### src/rtl/fifo_pkg.sv
// Shared helpers for the dual-clock FIFO: Gray/binary conversion and synchroniser depth.
// Build with FIFO_RD_SYNC3_EN defined for a 3-flop pointer synchroniser (default 2).
package fifo_pkg;

`ifdef FIFO_RD_SYNC3_EN
  localparam int unsigned FIFO_SYNC_STAGES = 3;
`else
  localparam int unsigned FIFO_SYNC_STAGES = 2;
`endif

  // Values are carried zero-extended in 32 bits; only the low `width` bits are meaningful.
  function automatic logic [31:0] bin2gray(input logic [31:0] b, input int unsigned width);
    logic [31:0] mask;
    mask = (width >= 32) ? '1 : ((32'd1 << width) - 32'd1);
    return (b ^ (b >> 1)) & mask;
  endfunction

  // XOR prefix from the MSB of the field down.
  function automatic logic [31:0] gray2bin(input logic [31:0] g, input int unsigned width);
    logic [31:0] b;
    logic        acc;
    acc = 1'b0;
    b   = '0;
    for (int i = 31; i >= 0; i--) begin
      if (i < int'(width)) begin
        acc  = acc ^ g[i];
        b[i] = acc;
      end
    end
    return b;
  endfunction

endpackage

### src/rtl/sync_nff.sv
// Multi-flop synchroniser with asynchronous active-low reset; used for the Gray
// pointers crossing between FIFO clock domains.
module sync_nff #(
  parameter int unsigned Width  = 1,
  parameter int unsigned Stages = 2
) (
  input  logic             clk,
  input  logic             rst_n,
  input  logic [Width-1:0] d_i,
  output logic [Width-1:0] q_o
);

  logic [Width-1:0] sync_d [Stages];
  logic [Width-1:0] sync_q [Stages];

  always_comb begin
    sync_d[0] = d_i;
    for (int i = 1; i < int'(Stages); i++) begin
      sync_d[i] = sync_q[i-1];
    end
  end

  always_ff @(posedge clk or negedge rst_n) begin
    if (!rst_n) begin
      for (int i = 0; i < int'(Stages); i++) begin
        sync_q[i] <= '0;
      end
    end else begin
      for (int i = 0; i < int'(Stages); i++) begin
        sync_q[i] <= sync_d[i];
      end
    end
  end

  assign q_o = sync_q[Stages-1];

endmodule

### src/rtl/fifo_rd_ctrl.sv
// Read-side pointer/status controller of the async FIFO. Synchroniser depth follows
// FIFO_RD_SYNC3_EN through fifo_pkg::FIFO_SYNC_STAGES.
module fifo_rd_ctrl
  import fifo_pkg::*;
#(
  parameter int unsigned FIFO_DEPTH = 8,
  parameter int unsigned ADDR_WIDTH = $clog2(FIFO_DEPTH),
  parameter int unsigned AE_LEVEL   = 1
) (
  input  logic                clk,
  input  logic                rst_n,
  input  logic                rinc,
  input  logic [ADDR_WIDTH:0] wptr,
  output logic [ADDR_WIDTH:0] rptr,
  output logic [ADDR_WIDTH-1:0] raddr,
  output logic                rempty,
  output logic                ralmost_empty,
  output logic [ADDR_WIDTH:0] rlevel
);

  localparam int unsigned PtrW = ADDR_WIDTH + 1;
  localparam logic [ADDR_WIDTH:0] AeLevel = PtrW'(AE_LEVEL);

  logic [ADDR_WIDTH:0] rq_wptr;
  logic [ADDR_WIDTH:0] rq_wbin;
  logic                accepted;

  logic [ADDR_WIDTH:0] rbin_d, rbin_q;
  logic [ADDR_WIDTH:0] rptr_d, rptr_q;
  logic [ADDR_WIDTH:0] rlevel_d, rlevel_q;
  logic                rempty_d, rempty_q;
  logic                ralmost_empty_d, ralmost_empty_q;

  sync_nff #(
    .Width  (PtrW),
    .Stages (FIFO_SYNC_STAGES)
  ) u_wptr_sync (
    .clk   (clk),
    .rst_n (rst_n),
    .d_i   (wptr),
    .q_o   (rq_wptr)
  );

  always_comb begin
    accepted        = rinc && !rempty_q;
    rq_wbin         = PtrW'(gray2bin(32'(rq_wptr), PtrW));
    rbin_d          = rbin_q + PtrW'(accepted);
    rptr_d          = PtrW'(bin2gray(32'(rbin_d), PtrW));
    // Empty/level use the next pointer so a last-entry read flags empty on the same edge.
    rempty_d        = (rptr_d == rq_wptr);
    rlevel_d        = rq_wbin - rbin_d;
    ralmost_empty_d = (rlevel_d <= AeLevel);
  end

  always_ff @(posedge clk or negedge rst_n) begin
    if (!rst_n) begin
      rbin_q          <= '0;
      rptr_q          <= '0;
      rlevel_q        <= '0;
      rempty_q        <= 1'b1;
      ralmost_empty_q <= 1'b1;
    end else begin
      rbin_q          <= rbin_d;
      rptr_q          <= rptr_d;
      rlevel_q        <= rlevel_d;
      rempty_q        <= rempty_d;
      ralmost_empty_q <= ralmost_empty_d;
    end
  end

  // rptr is a bare flop output so only one bit toggles per read toward the write domain.
  assign rptr          = rptr_q;
  assign raddr         = rbin_q[ADDR_WIDTH-1:0];
  assign rempty        = rempty_q;
  assign ralmost_empty = ralmost_empty_q;
  assign rlevel        = rlevel_q;

endmodule
### config.mk
export PLATFORM = sky130hd
export DESIGN_NAME = fifo_rd_ctrl
export DESIGN_NICKNAME = d
export VERILOG_FILES = /design/src/rtl/fifo_pkg.sv /design/src/rtl/sync_nff.sv /design/src/rtl/fifo_rd_ctrl.sv
export SDC_FILE = /design/constraint.sdc
export NUM_CORES = 1
export LEC_CHECK = 0
export BUFFER_PORTS_ARGS = -buffer_cell sky130_fd_sc_hd__buf_2
export CAP_MARGIN = 15
export CELL_PAD_IN_SITES_DETAIL_PLACEMENT = 0
export CELL_PAD_IN_SITES_GLOBAL_PLACEMENT = 2
export CORE_MARGIN = 4
export CORE_UTILIZATION = 32
export DETAILED_ROUTE_END_ITERATION = 8
export HOLD_SLACK_MARGIN = 0.08
export PLACE_DENSITY_LB_ADDON = 0.1
export SETUP_SLACK_MARGIN = 0.02
export SLEW_MARGIN = 20
export SYNTH_ARGS = -nofsm -noshare
export SYNTH_HDL_FRONTEND = slang
export SYNTH_SLANG_ARGS = --single-unit
export TNS_END_PERCENT = 1
### constraint.sdc
create_clock -name clk -period 4.7 [get_ports clk]
set_clock_uncertainty 0.15 [all_clocks]
set_input_delay 0.235 -clock clk [delete_from_list [all_inputs] [get_ports clk]]
set_output_delay 0.235 -clock clk [all_outputs]
set_load 0.01 [all_outputs]
Word level (Yosys, flattened, before mapping)

Cells that the tools add are included.

Bitwise gates (word level): 4
Add/subtract/negate cells: 2
Order comparisons: 1
Reductions and logical operators: 2
Eq/ne operators: 1

Operators with widths:

| operator                                                        | count |
|---|---|
| adder 4 x 1 -> 4 bit                                            | 1 |
| equality test 4 bit                                             | 1 |
| less-or-equal comparator 4 x 1 -> 1 bit (second input constant) | 1 |
| subtractor 4 bit                                                | 1 |
| XOR 4 x 3 -> 4 bit                                              | 1 |
| XOR 1 bit                                                       | 3 |
| logical AND 1 bit                                               | 1 |
| zero test 1 bit                                                 | 1 |

Input port bits: 7
Logic and storage cells: 17
Register bits after elaboration: 22
Output and inout port bits: 13

Logic depth before layout (Yosys ltp)

Gate-level depths: netlist (run 1).

Depth in word-level cells: 5
Depth in mapped cells: 9
Depth with buffers taken out: 9

Hierarchy

From an unflattened synthesis (run 1), not the netlist that was laid out.

Cells, all modules: 60
Area, all modules: 884.6 µm²

Modules (own cells, without submodules):

| module       | cells an instance | sequential area each (µm²) | times used | area an instance (µm²) |
|---|---|---|---|---|
| fifo_rd_ctrl | 52                | 327.8                      | 1          | 684.4 |
| sync_nff     | 8                 | 200.2                      | 1          | 200.2 |

Worst setup path after synthesis (run 1)

No wires, ideal clock.

Path kind: register -> register
Start: reg rempty_q, in the netlist rempty
End: reg ralmost_empty_q, in the netlist ralmost_empty
Path slack: 2.233 ns
Cell stages (with the launch flop): 10
Arrival: 2.236 ns
Path buffers: 0
Data required time: 4.468 ns
Library setup time: 0.082 ns
Period minus slack after synthesis: 2.467 ns
Path through: dfstp_2 > nor2b_1 > ha_1 > ha_1 > xnor2_1 > ha_1 > or3b_2 > o311ai_4 > xnor2_1 > nor3_2

Word-level cells in the longest chain between the ends: 5

RTL lines:

| item                                    | RTL line           | RTL |
|---|---|---|
| start, declared                         | fifo_rd_ctrl.sv:31 | `logic rempty_d, rempty_q;` |
| start signal, assigned                  | fifo_rd_ctrl.sv:66 | `rempty_q <= rempty_d;` |
| zero test 1 bit                         | fifo_rd_ctrl.sv:45 | `accepted = rinc && !rempty_q;` |
| logical AND 1 bit                       | fifo_rd_ctrl.sv:45 |  |
| adder 4 x 1 -> 4 bit                    | fifo_rd_ctrl.sv:47 | `rbin_d = rbin_q + PtrW'(accepted);` |
| subtractor 4 bit                        | fifo_rd_ctrl.sv:51 | `rlevel_d = rq_wbin - rbin_d;` |
| net rlevel_d[3]                         | fifo_rd_ctrl.sv:30 | `logic [ADDR_WIDTH:0] rlevel_d, rlevel_q;` |
| less-or-equal comparator 4 x 1 -> 1 bit | fifo_rd_ctrl.sv:52 | `ralmost_empty_d = (rlevel_d <= AeLevel);` |
| net ralmost_empty_d                     | fifo_rd_ctrl.sv:32 | `logic ralmost_empty_d, ralmost_empty_q;` |
| end signal, assigned                    | fifo_rd_ctrl.sv:67 | `ralmost_empty_q <= ralmost_empty_d;` |
| end, declared                           | fifo_rd_ctrl.sv:32 |  |

The timed path passes the listed nets, and every way through them passes these cells.

Worst setup path in the final report (run 1)

Same ends and word-level chain as after synthesis.

==> results of run 1 <==
-- registers in the layout, summed over array words and instances, names as in the netlist --
signal	flops
rptr	3
rbin_q	4
u_wptr_sync.q_o	4
rempty	1
rlevel	4
u_wptr_sync.sync_d	4
ralmost_empty	1
-- worst max-delay path, cell delays in order, from the launching register on --
cell      delay [ns]
dfstp_2         0.55
nor2b_1         0.04
ha_1            0.21
ha_1            0.23
xnor2_1         0.31
ha_1            0.21
or3b_2          0.47
o311ai_4        0.10
xnor2_1         0.13
nor3_2          0.12
-- cell families (layout without fill, tap and decap cells) --
group           Yosys count  after routing  synth area share [%]
flops                    21             21                 59.69
xor+xnor                 16             16                 19.09
simple gates              8              8                 5.798
buf+inv                   6             33                 2.546
fa+ha+maj                 5              5                 7.072
compound gates            3              3                 4.669
mux                       1              1                 1.132
-- power groups by stage --
| stage | logic, mW | registers [mW] | clock network [mW] |
|---|---|---|---|
| 2_1_floorplan | 0.281 | 0.304 | 0 |
| 3_3_place_gp | 0.421 | 0.276 | 0 |
| 3_5_place_dp | 0.416 | 0.276 | 0 |
| 4_1_cts | 0.420 | 0.272 | 0.0932 |
| 5_1_grt | 0.456 | 0.281 | 0.103 |
| 6_report | 0.406 | 0.271 | 0.0868 |
-- final timing paths --
check	from	to	slack, ns	cells past startpoint
setup / recovery	rempty	ralmost_empty	2.13	9
hold / removal	u_wptr_sync.sync_d[3]	u_wptr_sync.q_o[3]	0.21	0
setup reg to reg	rempty	ralmost_empty	2.13	9
hold reg to reg	u_wptr_sync.sync_d[3]	u_wptr_sync.q_o[3]	0.21	0
max in group asynchronous	rst_n	ralmost_empty	3.81	2
min in group asynchronous	rst_n	rptr[2]	0.24	2
-- layout make-up --
| class | count | area (µm²) |
|---|---|---|
| Fill cell | 255 | 1454 |
| Sequential cell | 21 | 528.0 |
| Multi-Input combinational cell | 33 | 334.1 |
| Timing Repair Buffer | 24 | 145.1 |
| Tap cell | 30 | 37.54 |
| Clock buffer | 3 | 22.52 |
| Inverter | 5 | 18.77 |
| Clock inverter | 1 | 5.005 |
-- routing by layer --
metal  GRT usage (%)  share of wire, %
met4           5.573              0.91
met1           11.13                44
met2           12.67                47
met3           3.191               8.4
met5               0                 0
-- stage by stage --
step	power, mW	hold slack (ns)	cells
2_1_floorplan	0.5856	-0.2106	60
3_3_place_gp	0.6967	0.06384	108
3_5_place_dp	0.6917	0.06599	108
4_1_cts	0.7855	0.2157	117
5_1_grt	0.8396	0.2249	117
6_report	0.7644	0.2122	117
-- cell usage after synthesis --
library cell	n	area, µm²
dfrtp_1	19	475.5
xnor2_1	8	70.07
xor2_1	6	52.55
ha_1	5	62.56
inv_1	5	18.77
and2_1	2	12.51
dfstp_2	2	52.55
a21boi_0	1	7.510
clkbuf_1	1	3.750
mux2i_1	1	10.01
nand3_1	1	5.000
nor2_1	1	3.750
nor2b_1	1	6.260
nor3_1	1	5.000
nor3_2	1	10.01
o21bai_1	1	7.510
o311ai_4	1	26.28
or3b_2	1	8.760
xnor3_1	1	22.52
xnor3_2	1	23.77
==> run summary, run 1 <==
N_diodes -> 0
Yosys warning count -> 0
CTS tree -> done
Htree depth -> 1
Pwr/cell area -> 700.6 mW/mm²
Avg Inst Size Synth -> 14.74 µm²
Hold Crit Class -> reg2reg
Clock buffer depth -> 2
Register area share after synthesis -> 59.69%
Arr. time, crit path -> 2.66 ns
Iteration-0 DRC Markers -> 12
Fin crit share -> 54.76%
DRC violations left -> 0
Fin area -> 0.001091 mm²
Initial core utilization -> 34.76%
Largest net degree at the start of global routing -> 22
Detailed-route via count -> 507
Combinational power share -> 53.2%
DRT Pass-1 Iters -> 3
Reg power frac -> 35.5%
Root Buffer -> clkbuf_4
Drt wl/cell -> 11.23 µm
Setup crit end kind -> flip-flop
FMAX -> 388.6 MHz
# rows -> 18
Leakage -> 0.5257 nW
Port bufs -> 19
Post-Syn Area -> 884.6 µm²
P&R area growth vs syn -> 23.34%
Fin nets -> 100
Final Hold Viols -> 0
CP required -> 4.78 ns
Initial antenna violation count -> 0
Most frequent cells in the layout -> buf_2, dfrtp_1, xnor2_1
Placement Cell Area -> 0.001013 mm²
Layout cell share with drive strength beyond 1 -> 33.33%
Post_cts resized -> 0
Worst-path clk slew -> 0.12 ns
Num CTS Buffers -> 3
Total grt overflow -> 0
Final GP Congestion -> 0.6775
GRT Resource Usage Total -> 8.790%
Routed vias/inst -> 4.333
Critical Path Start Type -> flip-flop
Max cap viols -> 0
Internal Power -> 475.2 µW
Setup ws final -> 2.126 ns
Worst rel slew slack -> 69.74%
Core area -> 0.002545 mm²
Final Max Tran Viols -> 0
Yosys cell types -> 20
Final TNS setup -> 0 ns
Post-Syn Instances -> 60
Die H -> 60.58 µm
Placement Setup Slack -> 2.125 ns
Syn_nets -> 72
First-pass GRT wire length -> 2263 µm
Final setup viols -> 0
RSZ-0062 raised after global routing -> false
Total Wirelength -> 1314 µm
Sw power -> 289.2 µW
CTS sink cnt -> 21
Post-CTS Hold Buffers -> 5
Peak VDD IR -> 0.0003615 V
Worst-Margin Slew -> 0.4539 ns
Post-route minimum period -> 2.574 ns
#FFs+latches synth -> 21
Clk_lat worst skew -> 0.30 ns
Antenna Nets Post-Route -> 0
DP HPWL -> 981.3 µm
IO Count -> 20
Worst-path fanout max -> 3
Post-CTS Setup Inserts -> 0
Clock network fraction of total power -> 11.4%
Status -> finished clean
Finished Core Util -> 42.87%
WS Path Type -> reg2reg
DIE AREA -> 0.003669 mm²
Vias in the first global route -> 507
Switching share of power -> 37.84%
Die width -> 60.58 µm
Power figures use the tool's default switching activity.
==> run 2, diff against run 1 <==
--- a/config.mk
+++ b/config.mk
@@ -10,7 +10,7 @@
 export CELL_PAD_IN_SITES_DETAIL_PLACEMENT = 0
 export CELL_PAD_IN_SITES_GLOBAL_PLACEMENT = 2
 export CORE_MARGIN = 4
-export CORE_UTILIZATION = 32
+export CORE_UTILIZATION = 31
 export DETAILED_ROUTE_END_ITERATION = 8
 export HOLD_SLACK_MARGIN = 0.08
 export PLACE_DENSITY_LB_ADDON = 0.1
==> constraint.sdc (replaced) <==
create_clock -name clk -period 2.35 [get_ports clk]
set_clock_uncertainty 0.15 [all_clocks]
set_input_delay 0.1175 -clock clk [delete_from_list [all_inputs] [get_ports clk]]
set_output_delay 0.1175 -clock clk [all_outputs]
set_load 0.01 [all_outputs]
==> run 2 against run 1 <==
Clock-buffer cell count is the same; cell count grew 3.4%; worst setup slack got worse by 2.1 ns; clock power grew 97%; sequential power increased by 100%; routed wire length grew 4.8%; combinational power is 130% higher.
==> run summary, run 2 (same netlist as run 1, synthesis figures left out) <==
Fin nets -> 103
Switching share of power -> 37.32%
Leakage -> 0.5501 nW
Setup crit start -> rempty
RSZ-0062 raised after global routing -> true
Post-route minimum period -> 2.306 ns
Num CTS Buffers -> 3
Final TNS setup -> 0 ns
Internal Power -> 1.039 mW
Most frequent cells in the layout -> buf_2, dfrtp_1, xor2_1, xnor2_1
Setup crit end kind -> flip-flop
DIE AREA -> 0.003772 mm²
Pwr/cell area -> 1445 mW/mm²
CTS sink cnt -> 21
Vias in the first global route -> 513
Worst rel slew slack -> 69.07%
Clock network fraction of total power -> 10.3%
DP HPWL -> 1009 µm
Sw power -> 618.6 µW
Grt met2 use -> 13.60%
Core area -> 0.002734 mm²
CP required -> 2.45 ns
GRT Resource Usage Total -> 8.790%
Initial antenna violation count -> 0
N_diodes -> 0
Arr. time, crit path -> 2.40 ns
Antenna Nets Post-Route -> 0
Clock buffer depth -> 2
Fin crit share -> 98.14%
Final Max Tran Viols -> 0
Detailed-route via count -> 514
Finished Layout Cells -> 121
P&R area growth vs syn -> 29.70%
WS Path Type -> reg2reg
Top Usage Layer GRT -> met2
Die H -> 61.42 µm
# rows -> 19
Met1 Use GR -> 11.59%
Final setup viols -> 0
Routed vias/inst -> 4.248
Placement Setup Slack -> -0.006684 ns
Initial core utilization -> 32.36%
Die width -> 61.42 µm
Final GP Congestion -> 0.7003
Layout cell share with drive strength beyond 1 -> 40.00%
Final Hold Viols -> 0
Max cap viols -> 0
Status -> finished clean
Port bufs -> 19
M3 GR Usage -> 3.774%
FILL cells -> 258
DRC violations left -> 0
Reg power frac -> 33.2%
Combinational power share -> 56.5%
Critical Path Start Type -> flip-flop
Clk_lat worst skew -> 0.30 ns
Iteration-0 DRC Markers -> 6
First-pass GRT wire length -> 2352 µm
Peak VDD IR -> 0.0006905 V
Htree depth -> 1
Worst-Margin Slew -> 0.4640 ns
Placed insts -> 111
FMAX -> 433.6 MHz
Root Buffer -> clkbuf_4
Total grt overflow -> 0
IO Count -> 20
DRT Pass-1 Iters -> 3
Reg-to-reg startpoint -> rempty
Drt wl/cell -> 11.38 µm
Final hold slack -> 0.1248 ns
Largest net degree at the start of global routing -> 22
CTS tree -> done
FF/Latch Area -> 528.0 µm²
Total Wirelength -> 1377 µm
Multi-input logic area -> 366.6 µm²
Hold Crit Class -> in2async
Setup ws final -> 0.04366 ns
Worst-path fanout max -> 2
Worst-path clk slew -> 0.12 ns
run 2: cell types whose count changed in the layout (fill, tap and decap cells not counted), sizes merged:
cell  change
buf       +3
run 2: per-stage QoR:
stage	utilization, %	power, mW	instance area [µm²]
finish	41.97	1.658	1147
global placement	38.22	1.441	1045
detailed placement	38.22	1.445	1045
global route	41.97	1.801	1147
CTS	41.97	1.690	1147
floorplan	-	1.201	899.6
run 2: timing repair:
item,in CTS,in global routing
hold buffers,5,0
pin swaps,3,0
gates cloned,0,0
hold endpoints to repair,25,0
gates resized for setup,2,0
setup buffers,1,0
setup endpoints to repair,2,2
run 2: metal layers:
metal	part of all wire [%]	routed length (µm)
met4	0	0
met2	47	648
met1	45	620
met5	0	0
met3	7.8	108
run 2: layout make-up:
cell class	count	share of cell area (%)
repair buffers	27	14.61
multi-input cells	33	31.95
clock buffers	3	1.963
flip-flops and latches	21	46.02
clock inverters	1	0.4362
well taps	31	3.381
inverters	5	1.636
run 2: final timing paths:
kind                       slack, ns  cells past startpoint                 end
max                             0.04                      9       ralmost_empty
min                             0.12                      2           rlevel[3]
max reg2reg                     0.04                      9       ralmost_empty
min reg2reg                     0.21                      0  u_wptr_sync.q_o[1]
max in group asynchronous       1.58                      2              rempty
min in group clk                0.14                      3           rbin_q[0]
run 2: power groups by stage:
stage          clock, mW  combinational, mW  sequential (mW)
6_report           0.171              0.937            0.550
2_1_floorplan          0              0.589            0.612
5_1_grt            0.198               1.04            0.566
3_5_place_dp           0              0.889            0.556
4_1_cts            0.183              0.953            0.554
3_3_place_gp           0              0.889            0.552
run 2: worst max-delay path: stages (launching register included):
cell and delay (ns):
dfstp_2 0.54, nor2b_1 0.04, ha_2 0.20, ha_4 0.17
xnor2_2 0.14, ha_1 0.29, or3b_4 0.39, o311ai_4 0.10
xnor2_2 0.11, nor3_2 0.10
==> run 3, diff against run 2 <==
--- a/config.mk
+++ b/config.mk
@@ -10,7 +10,8 @@
 export CELL_PAD_IN_SITES_DETAIL_PLACEMENT = 0
 export CELL_PAD_IN_SITES_GLOBAL_PLACEMENT = 2
 export CORE_MARGIN = 4
-export CORE_UTILIZATION = 31
+export CORE_UTILIZATION = 32
+export CTS_BUF_LIST = sky130_fd_sc_hd__clkbuf_8
 export DETAILED_ROUTE_END_ITERATION = 8
 export HOLD_SLACK_MARGIN = 0.08
 export PLACE_DENSITY_LB_ADDON = 0.1
==> run 3 against run 2 <==
Clock-buffer cell count stayed put; combinational power increased by 9%; critical endpoint is now rlevel[3]; clock power grew 39%.
==> run summary, run 3 (same netlist as run 1, synthesis figures left out) <==
Clock buffer depth -> 2
Crit path cell chain -> nor2b_1 -> ha_2 -> ha_4 -> xnor2_4 -> ha_4 -> or3b_4 -> o311ai_4 -> xnor2_2 -> buf_4
Antenna Nets Post-Route -> 0
Final setup viols -> 0
Peak VDD IR -> 0.0008614 V
Setup crit end kind -> flip-flop
Largest net degree at the start of global routing -> 22
Drt wl/cell -> 12.28 µm
Vias in the first global route -> 613
Initial antenna violation count -> 0
Num CTS Buffers -> 3
CTS tree -> done
Worst-Margin Slew -> 0.4779 ns
CP required -> 2.41 ns
Detailed-route via count -> 532
Arr. time, crit path -> 2.38 ns
Die H -> 60.58 µm
Placed insts -> 109
DRT Pass-1 Iters -> 3
Worst Reg-to-Reg Cells -> 9
Clk_lat worst skew -> 0.26 ns
Total grt overflow -> 0
Hold Crit Class -> in2async
Routed vias/inst -> 4.361
DIE AREA -> 0.003669 mm²
FMAX -> 429.9 MHz
IO Count -> 20
Fin nets -> 105
CTS sink cnt -> 21
Placement Cell Area -> 0.001036 mm²
FILL cells -> 237
Die width -> 60.58 µm
Layout cell share with drive strength beyond 1 -> 42.39%
M3 GR Usage -> 2.553%
Final Max Tran Viols -> 0
N_diodes -> 0
Critical Path Start Type -> flip-flop
CP max stage delay -> 0.53 ns
Grt met2 use -> 15.88%
Core area -> 0.002545 mm²
Root Buffer -> clkbuf_8
Port bufs -> 19
Fin crit share -> 98.99%
Initial core utilization -> 34.76%
Max cap viols -> 0
Met1 Use GR -> 13.39%
P&R area growth vs syn -> 36.07%
Worst rel slew slack -> 68.14%
Post-route minimum period -> 2.326 ns
Total Wirelength -> 1498 µm
WS Path Type -> reg2reg
DRC violations left -> 0
GRT Resource Usage Total -> 10.60%
Pwr/cell area -> 1506 mW/mm²
Status -> finished clean
Worst-path clk slew -> 0.08 ns
Top Usage Layer GRT -> met2
RSZ-0062 raised after global routing -> true
Htree depth -> 1
Final GP Congestion -> 0.6645
Slowest CP cell -> dfstp_2
Finished Layout Cells -> 122
Fin area -> 0.001204 mm²
Most frequent cells in the layout -> buf_2, dfrtp_1, xor2_1, xnor2_1
Leakage -> 0.5689 nW
Iteration-0 DRC Markers -> 12
# rows -> 18
Worst-path fanout max -> 2
Final Hold Viols -> 0
CP most frequent cell -> ha_4
First-pass GRT wire length -> 2739 µm
-- run 3: cell types whose count changed in the layout (fill, tap and decap cells not counted) --
| cell | previous run | this run |
|---|---|---|
| ha_4 | 1 | 2 |
| xnor2_4 | 0 | 1 |
| xnor2_2 | 2 | 1 |
| buf_4 | 3 | 5 |
| clkbuf_4 | 3 | 0 |
| ha_1 | 3 | 2 |
| clkbuf_8 | 0 | 3 |
-- run 3: cell type report --
| class | instances | area (µm²) | area share (%) |
|---|---|---|---|
| sequential | 21 | 528.0 | 43.87 |
| multi-input combinational | 33 | 390.4 | 32.43 |
| timing repair buffer | 29 | 182.7 | 15.18 |
| clock buffer | 3 | 41.29 | 3.430 |
| tap | 30 | 37.54 | 3.119 |
| inverter | 5 | 18.77 | 1.559 |
| clock inverter | 1 | 5.005 | 0.4158 |
-- run 3: stage by stage --
stage	total power, mW	hold slack, ns	util (%)	worst slack [ns]	TNS (ns)
floorplan	1.201	-0.3281	-	0.04384	0
global placement	1.418	-0.05282	40.71	0.01193	0
detailed placement	1.427	-0.04775	40.71	-0.04901	-0.04901
CTS	1.848	0.1924	47.30	-0.007172	-0.007172
global route	1.969	0.1962	47.30	-0.03352	-0.06520
finish	1.813	0.1847	47.30	0.02363	0
-- run 3: timing repair --
item,4_1_cts,5_1_grt
endpoints found under the setup margin,2,2
setup buffers,4,0
gates resized for setup,4,0
gates cloned,0,0
pin swaps,6,1
hold endpoints to repair,25,0
hold buffers,5,0
-- run 3: path summary, 6_finish.rpt --
path	slack [ns]	endpoint	from
min in group clk	0.19	rbin_q[0]	rinc
max in group asynchronous	1.51	ralmost_empty	rst_n
min reg2reg	0.20	u_wptr_sync.q_o[1]	u_wptr_sync.sync_d[1]
min	0.18	rptr[2]	rst_n
max	0.02	rlevel[3]	rempty
max reg2reg	0.02	rlevel[3]	rempty
-- run 3: power by group --
group | total (mW) | switching, mW | internal [mW]
logic | 1.02 | 0.471 | 0.549
clock network | 0.237 | 0.119 | 0.118
registers | 0.557 | 0.0645 | 0.492
total | 1.81 | 0.654 | 1.16
-- run 3: worst max-delay path: cells and delay by family (launching register included) --
family	cells	cell delay (ns)
and+or+nand+nor	2	0.42
adders and majority gates	3	0.65
AOI/OAI and AO/OA	1	0.08
buffers and inverters	1	0.13
xor gates and xnor gates	2	0.29
DFF	1	0.53
-- run 3: layer usage --
metal  vias up  share of wire, %  routed length [µm]
met1       256                44                 652
met5         -                 0                   0
met4         0               2.9                  44
met3         5               6.6                  99
li1        255                 -                   -
met2        16                47                 701
